## src/rtl/cpm_rdo.sv

```systemverilog
// cpm_rdo: snapshot readout of NUM_CNT live event counters.
// A Snap captures every counter into a shadow register. The shadow is then
// streamed out one counter per beat over a valid/ready handshake.
// Snap requests that arrive while a stream is in progress are rejected and
// counted in a saturating DropCnt.
// IW must equal clog2(NUM_CNT) so that every index value addresses a counter.
module cpm_rdo #(
  parameter int NUM_CNT = 4,
  parameter int DW      = 8,
  parameter int IW      = 2
) (
  input  logic                  Clk,
  input  logic                  Rstn,
  input  logic                  Snap,
  input  logic [NUM_CNT*DW-1:0] CntIn,
  output logic                  OutVld,
  input  logic                  OutRdy,
  output logic [DW-1:0]         OutDat,
  output logic [IW-1:0]         OutIdx,
  output logic                  OutLast,
  output logic                  Busy,
  output logic [DW-1:0]         DropCnt
);

  typedef enum logic {
    IDLE = 1'b0,
    SEND = 1'b1
  } state_t;

  localparam logic [IW-1:0] LAST_IDX = IW'(NUM_CNT - 1);

  state_t                     state_q, state_d;
  logic [NUM_CNT-1:0][DW-1:0] shadow_q, shadow_d;
  logic [IW-1:0]              idx_q, idx_d;
  logic [DW-1:0]              drop_q, drop_d;

  logic busy;
  logic xfer;
  logic at_last;

  assign busy    = (state_q == SEND);
  assign xfer    = busy && OutRdy;
  assign at_last = (idx_q == LAST_IDX);

  // Next-state logic: capture on Snap, advance on transfer, count rejected Snaps.
  // A Snap that coincides with the final transfer is accepted, so that
  // back-to-back snapshots stream without an idle cycle between them.
  always_comb begin
    state_d  = state_q;
    shadow_d = shadow_q;
    idx_d    = idx_q;
    drop_d   = drop_q;
    case (state_q)
      IDLE: begin
        if (Snap) begin
          shadow_d = CntIn;
          idx_d    = '0;
          state_d  = SEND;
        end
      end
      SEND: begin
        if (xfer && at_last) begin
          idx_d = '0;
          if (Snap) begin
            shadow_d = CntIn;
          end else begin
            state_d = IDLE;
          end
        end else begin
          if (xfer) begin
            idx_d = idx_q + IW'(1);
          end
          if (Snap && (drop_q != {DW{1'b1}})) begin
            drop_d = drop_q + DW'(1);
          end
        end
      end
      default: state_d = IDLE;
    endcase
  end

  // State, shadow, index and drop counter flops; reset abandons any stream.
  always_ff @(posedge Clk or negedge Rstn) begin
    if (!Rstn) begin
      state_q  <= IDLE;
      shadow_q <= '0;
      idx_q    <= '0;
      drop_q   <= '0;
    end else begin
      state_q  <= state_d;
      shadow_q <= shadow_d;
      idx_q    <= idx_d;
      drop_q   <= drop_d;
    end
  end

  // Outputs come straight from the flops, so OutVld never depends on OutRdy.
  always_comb begin
    OutVld  = busy;
    Busy    = busy;
    OutIdx  = idx_q;
    OutDat  = busy ? shadow_q[idx_q] : '0;
    OutLast = busy && at_last;
    DropCnt = drop_q;
  end

endmodule

```

## config.mk

```make
export PLATFORM = sky130hd
export DESIGN_NAME = cpm_rdo
export DESIGN_NICKNAME = d
export VERILOG_FILES = /design/src/rtl/cpm_rdo.sv
export SDC_FILE = /design/constraint.sdc
export NUM_CORES = 1
export LEC_CHECK = 0
export ABC_AREA = 0
export BUFFER_PORTS_ARGS = -buffer_cell sky130_fd_sc_hd__buf_2
export CAP_MARGIN = 20
export CELL_PAD_IN_SITES_DETAIL_PLACEMENT = 0
export CELL_PAD_IN_SITES_GLOBAL_PLACEMENT = 2
export CORE_MARGIN = 4
export CORE_UTILIZATION = 38
export DETAILED_ROUTE_END_ITERATION = 6
export PLACE_DENSITY_LB_ADDON = 0.05
export SLEW_MARGIN = 20
export SYNTH_ARGS = -nofsm -noshare
export SYNTH_HDL_FRONTEND = slang
export SYNTH_SLANG_ARGS = --single-unit
```

## constraint.sdc

```tcl
create_clock -name Clk -period 5.23 [get_ports Clk]
set_clock_uncertainty 0.15 [all_clocks]
set_input_delay 1.3075 -clock Clk [delete_from_list [all_inputs] [get_ports Clk]]
set_output_delay 1.3075 -clock Clk [all_outputs]
set_load 0.02 [all_outputs]
```

# ---- Yosys cells after proc, flatten, opt, wreduce, memory -nomap -nowiden
# Index checks and enable logic that the tools add are counted.
# W data, S select, Z words.
dict set report totals {
  register_bits 43
  in_bits 36
  output_inout_bits 21
  wordCells 36
}
dict set report op_classes {
  addsub 2
  magnitude_cmp 1
  eq_ne 5
  mux 13
  bitwise 2
  n_reduce_logical 6
}
# op n
set ops {}
lappend ops {{$mux W32} 2}
lappend ops {{$pmux W32 S2} 1}
lappend ops {{$bmux W8 S2} 1}
lappend ops {{$mux W8} 2}
lappend ops {{$add A8 B1 Y8 const B} 1}
lappend ops {{$ne A8 B8 Y1 const B} 1}
lappend ops {{$mux W2} 3}
lappend ops {{$logic_and A1 B1 Y1} 4}
lappend ops {{$pmux W2 S2} 1}
lappend ops {{$lt A2 B3 Y1 const B} 1}
lappend ops {{$ne A3 B1 Y1 const B} 1}
lappend ops {{$reduce_and A3 Y1} 1}
lappend ops {{$add A2 B1 Y2 const B} 1}
lappend ops {{$eq A2 B2 Y1 const B} 1}
lappend ops {{$mux W1} 2}
lappend ops {{$ne A2 B1 Y1 const B} 1}
lappend ops {{$ne A2 B2 Y1 const B} 1}
lappend ops {{$not A1 Y1} 2}
lappend ops {{$pmux W1 S2} 1}
lappend ops {{$reduce_and A2 Y1} 1}

# ---- Logic depth before layout (Yosys ltp)
dict set report logic_depth {
  word_depth 4
  depth_mapped 6
  depth_no_buf 5
}

# ---- Worst setup path after synthesis
# OpenSTA, ideal clock, no wires.
dict set report synth_path {
  kind {register to output}
  startpoint {reg idx_q[0] (netlist: OutIdx[0])}
  endpoint {out OutDat[0]}
  t_arrival_ns 1.498
  slack_ns 2.275
  stages_incl_launch_ff 4
  n_path_buf 1
  path_cell_list {dfrtp_1 > buf_2 > mux4_2 > and2_1}
}
dict set report synth_between {
  elab_chain_cells 3
}
# item line
set synth_lines {}
lappend synth_lines {{start, declared} 34} ;# logic [IW-1:0] idx_q, idx_d;
lappend synth_lines {{start signal, assigned} 92} ;# idx_q <= idx_d;
lappend synth_lines {{$bmux W8 S2} 102} ;# OutDat = busy ? shadow_q[idx_q] : '0;
lappend synth_lines {{$mux W8 (implied by the code)} 102}
lappend synth_lines {{$mux W8} 102}
lappend synth_lines {{end, declared} 18} ;# output logic [DW-1:0] OutDat,
# No other way between the ends. The select of a mux whose other input is x is not followed.

# ---- Worst setup path after layout
dict set report layout_path {
  startpoint {reg idx_q[0] (netlist: OutIdx[0])}
  endpoint {out OutDat[1]}
}
# Same word-level chain as after synthesis.

==> metrics.log <==
INFO  metric run_status = complete, no violations
INFO  metric regToRegStartpoint = OutIdx[0]
INFO  metric criticalPathCategory = reg -> out
INFO  metric row_count = 27
INFO  metric yosys-mux-area-fraction = 31.5%
INFO  metric worst_r2r_end = shadow_q[17]
INFO  metric worst-path-max-fanout = 12
INFO  metric start_util = 39.3%
INFO  metric design.die.area = 0.00701 sq mm
INFO  metric finalHoldWorstSlack = 0.361 ns
INFO  metric synth-seq-cells = 43
INFO  metric final_layout_size_suffix_gt1_share = 56.6%
INFO  metric grt_max_degree = 44
INFO  metric synth-adder-area-share = 1.15%
INFO  metric fillerInstances = 524
INFO  metric sum_of_negative_setup_slack = 0 ns
INFO  metric floorplan.core_area = 0.00554 sq mm
INFO  metric critical_path_arrival = 1.96 ns
INFO  metric grt_first_pass_wirelength = 7.29 mm
INFO  metric number_of_global_route_vias_before_repair = 1,454
INFO  metric final.period_utilization = 65.3%
INFO  metric via_to_cell_ratio = 4.86
INFO  metric clock_insertion_delay_worst_skew = 0.30 ns
INFO  metric cts_max_level = 2
INFO  metric worstHoldEndpoint = shadow_q[29]
INFO  metric synthArstFlopShare = 100%
INFO  metric synth_top_family_by_area = multiplexers
INFO  metric port_buffers = 56
INFO  metric num-nets-final = 235
INFO  metric worst_hold_startpoint = shadow_q[29]
INFO  metric synth.yosys.warnings = 0
INFO  metric fin_crit = 3.42 ns
INFO  metric synth_most_common_cell = sky130_fd_sc_hd__dfrtp_1
INFO  metric power-per-cell-area = 637 mW/mm^2
INFO  metric cts_tree = built
INFO  metric post_cts_gate_resize_count = 0
INFO  metric hold_path.class = reg -> reg
INFO  metric num_vias = 1,312
INFO  metric wl_per_cell = 16.1 microns
INFO  metric maxClockFrequency = 0.293 GHz
INFO  metric syn-num-nets = 180
INFO  metric post_cts_hold_fix_bufs = 0
INFO  metric cts_inserted_buffers = 5
INFO  metric synth_enable_flop_cells = 0
INFO  metric netlist_top_cells_area = sky130_fd_sc_hd__dfrtp_1 (49%), sky130_fd_sc_hd__mux2_4 (21%), sky130_fd_sc_hd__mux4_2 (8.3%)
INFO  metric hold_viol_final = 0
INFO  metric ys_top_cells_by_count = sky130_fd_sc_hd__dfrtp_1 (43), sky130_fd_sc_hd__mux2_4 (30), sky130_fd_sc_hd__and2_1 (10)
INFO  metric worst_slew_margin_rel = 56.5%
INFO  metric cts_root_buffer = sky130_fd_sc_hd__clkbuf_8
INFO  metric io_pins = 57
INFO  metric netlist.top_cell.by_area = sky130_fd_sc_hd__dfrtp_1
INFO  metric antenna_found_initial = 0
INFO  metric synthDistinctLibCells = 30
INFO  metric setup.worst_path.start_class = flip-flop
INFO  metric drc = 0
INFO  metric cts_setup_buffers = 0
INFO  metric worst-endpoint-required = 3.77 ns
INFO  metric syn_to_final_growth = 17.2%
INFO  metric synth-compound-area-share = 3.79%
INFO  metric clock_sinks = 43
INFO  metric area_used_by_multi_input_combinational_logic = 0.00101 sq mm
INFO  metric track_usage = 13.3%
INFO  metric yosys.area_share.simple = 7.81%
INFO  metric clockBufferDepth = 2
INFO  metric timing_worst_slew_pin_value = 0.653 ns
INFO  metric synth-xor-area-share = 1.61%
INFO  metric cts.clk_slew.worst_paths = 0.08 ns
INFO  metric timing_max_transition_violations_final = 0
INFO  metric dp.final_hpwl = 3.01 mm
INFO  metric worstHoldPathCells = 1
INFO  metric die_h = 83.7 microns
INFO  metric grt_setup_unrepaired = false
INFO  metric place_congestion = 0.810
INFO  metric netlist.area_leader.share = 49.4%
INFO  metric slack_of_the_worst_reg_to_reg_path = 2.77 ns
INFO  metric synth_top_flop_cell = sky130_fd_sc_hd__dfrtp_1
INFO  metric dieWidth = 83.7 microns
INFO  metric leakage = 1.27 nW
INFO  metric detail-route-antenna-nets = 0
INFO  metric drt_pre_antenna_iters = 4
INFO  metric finalCoreUtilization = 46.1%
INFO  metric antennaDiodeCount = 0
INFO  metric cells_after_synth = 142
INFO  metric final-seq-area = 0.00108 sq mm
INFO  metric syn_avg_cell_area = 15.3 sq um
INFO  metric rr_worst_depth = 4
INFO  metric maxCapViolCount = 0
INFO  metric final-setup-viol-count = 0
INFO  metric critical_path.endpoint_type = primary output
INFO  metric global_route.overflow_total = 0
INFO  metric irDropWorstVdd = 0.282 mV
INFO  metric synth_area = 0.00218 sq mm
INFO  metric dr.first_iter.drc_count = 27
INFO  metric postRouteWirelength = 4.34 mm
INFO  metric synth-seq-area-share = 49.4%
-- worst max-delay path, cell delays in order, from the launching register on --
cell and delay [ns]:
sky130_fd_sc_hd__dfrtp_1 0.77, sky130_fd_sc_hd__mux4_2 0.58, sky130_fd_sc_hd__and2_1 0.16, sky130_fd_sc_hd__buf_2 0.15
-- metrics by stage --
stage	total power (W)	worst slack (ns)	cell area [sq um]	cells
after floorplan	0.00124	2.27	2180	142
after global placement	0.00142	2.01	2460	262
after CTS	0.00165	1.75	2540	270
after detailed placement	0.00144	1.93	2460	262
after global routing	0.00174	1.64	2550	270
final	0.00163	1.81	2550	270
-- cell type report --
| type | instances | area share (%) |
|---|---|---|
| inverter | 3 | 0.441 |
| tap | 72 | 3.53 |
| timing repair buffer | 56 | 11.1 |
| clock buffer | 6 | 2.84 |
| multi-input combinational | 88 | 39.5 |
| clock inverter | 2 | 0.490 |
| sequential | 43 | 42.2 |
-- worst max-delay path by stage --
| stage | slack, ns | start | end |
|---|---|---|---|
| after floorplan | 2.27 | OutIdx[0] | OutDat[0] |
| after global placement | 2.01 | OutRdy | shadow_q[17] |
| after detailed placement | 1.93 | OutRdy | shadow_q[17] |
| after CTS | 1.75 | OutIdx[0] | OutDat[1] |
| after global routing | 1.64 | OutIdx[0] | OutDat[2] |
| final | 1.81 | OutIdx[0] | OutDat[1] |
-- power breakdown --
part	total (W)	internal (W)	switching, W
combinational	0.000770	0.000448	0.000322
sequential	0.000647	0.000495	0.000152
clock	0.000209	0.0000934	0.000115
-- cells in the final DEF, fill, tap and decap left out, drive strengths merged --
| master | instances |
|---|---|
| o311ai | 1 |
| nand3 | 3 |
| a41oi | 1 |
| nand4 | 1 |
| a21oi | 2 |
| clkinv | 1 |
| inv | 3 |
| a21boi | 1 |
| clkbuf | 6 |
| buf | 56 |
| and2 | 10 |
| mux4 | 8 |
| dfrtp | 43 |
| o21ai | 1 |
| mux2 | 35 |
| clkinvlp | 1 |
| or2 | 1 |
| nand2 | 5 |
| xor2 | 2 |
| nand2b | 4 |
| nor2 | 3 |
| xnor2 | 2 |
| a211oi | 1 |
| o2111ai | 1 |
| ha | 2 |
| nor3 | 3 |
| o31ai | 1 |
-- layer usage --
| metal | part of all wire, % | GRT usage, % | vias to the layer above |
|---|---|---|---|
| met1 | 45 | 17.3 | 657 |
| li1 | - | - | 614 |
| met5 | 0 | 0 | - |
| met4 | 1.1 | 3.51 | 0 |
| met2 | 48 | 20.6 | 35 |
| met3 | 6.0 | 5.23 | 6 |
-- registers in the layout (all words and copies together) (netlist names) --
signal and flops:
OutIdx 2, shadow_q 32, DropCnt 8, Busy 1
-- kinds of logic (layout without fill, tap and decap cells) --
| logic type | count (synthesis) | in the layout |
|---|---|---|
| mux | 43 | 43 |
| flops | 43 | 43 |
| simple gates | 30 | 30 |
| buf+inv | 11 | 67 |
| compound gates | 9 | 9 |
| xor+xnor | 4 | 4 |
| fa+ha+maj | 2 | 2 |
(Power assumes the default switching activity.)
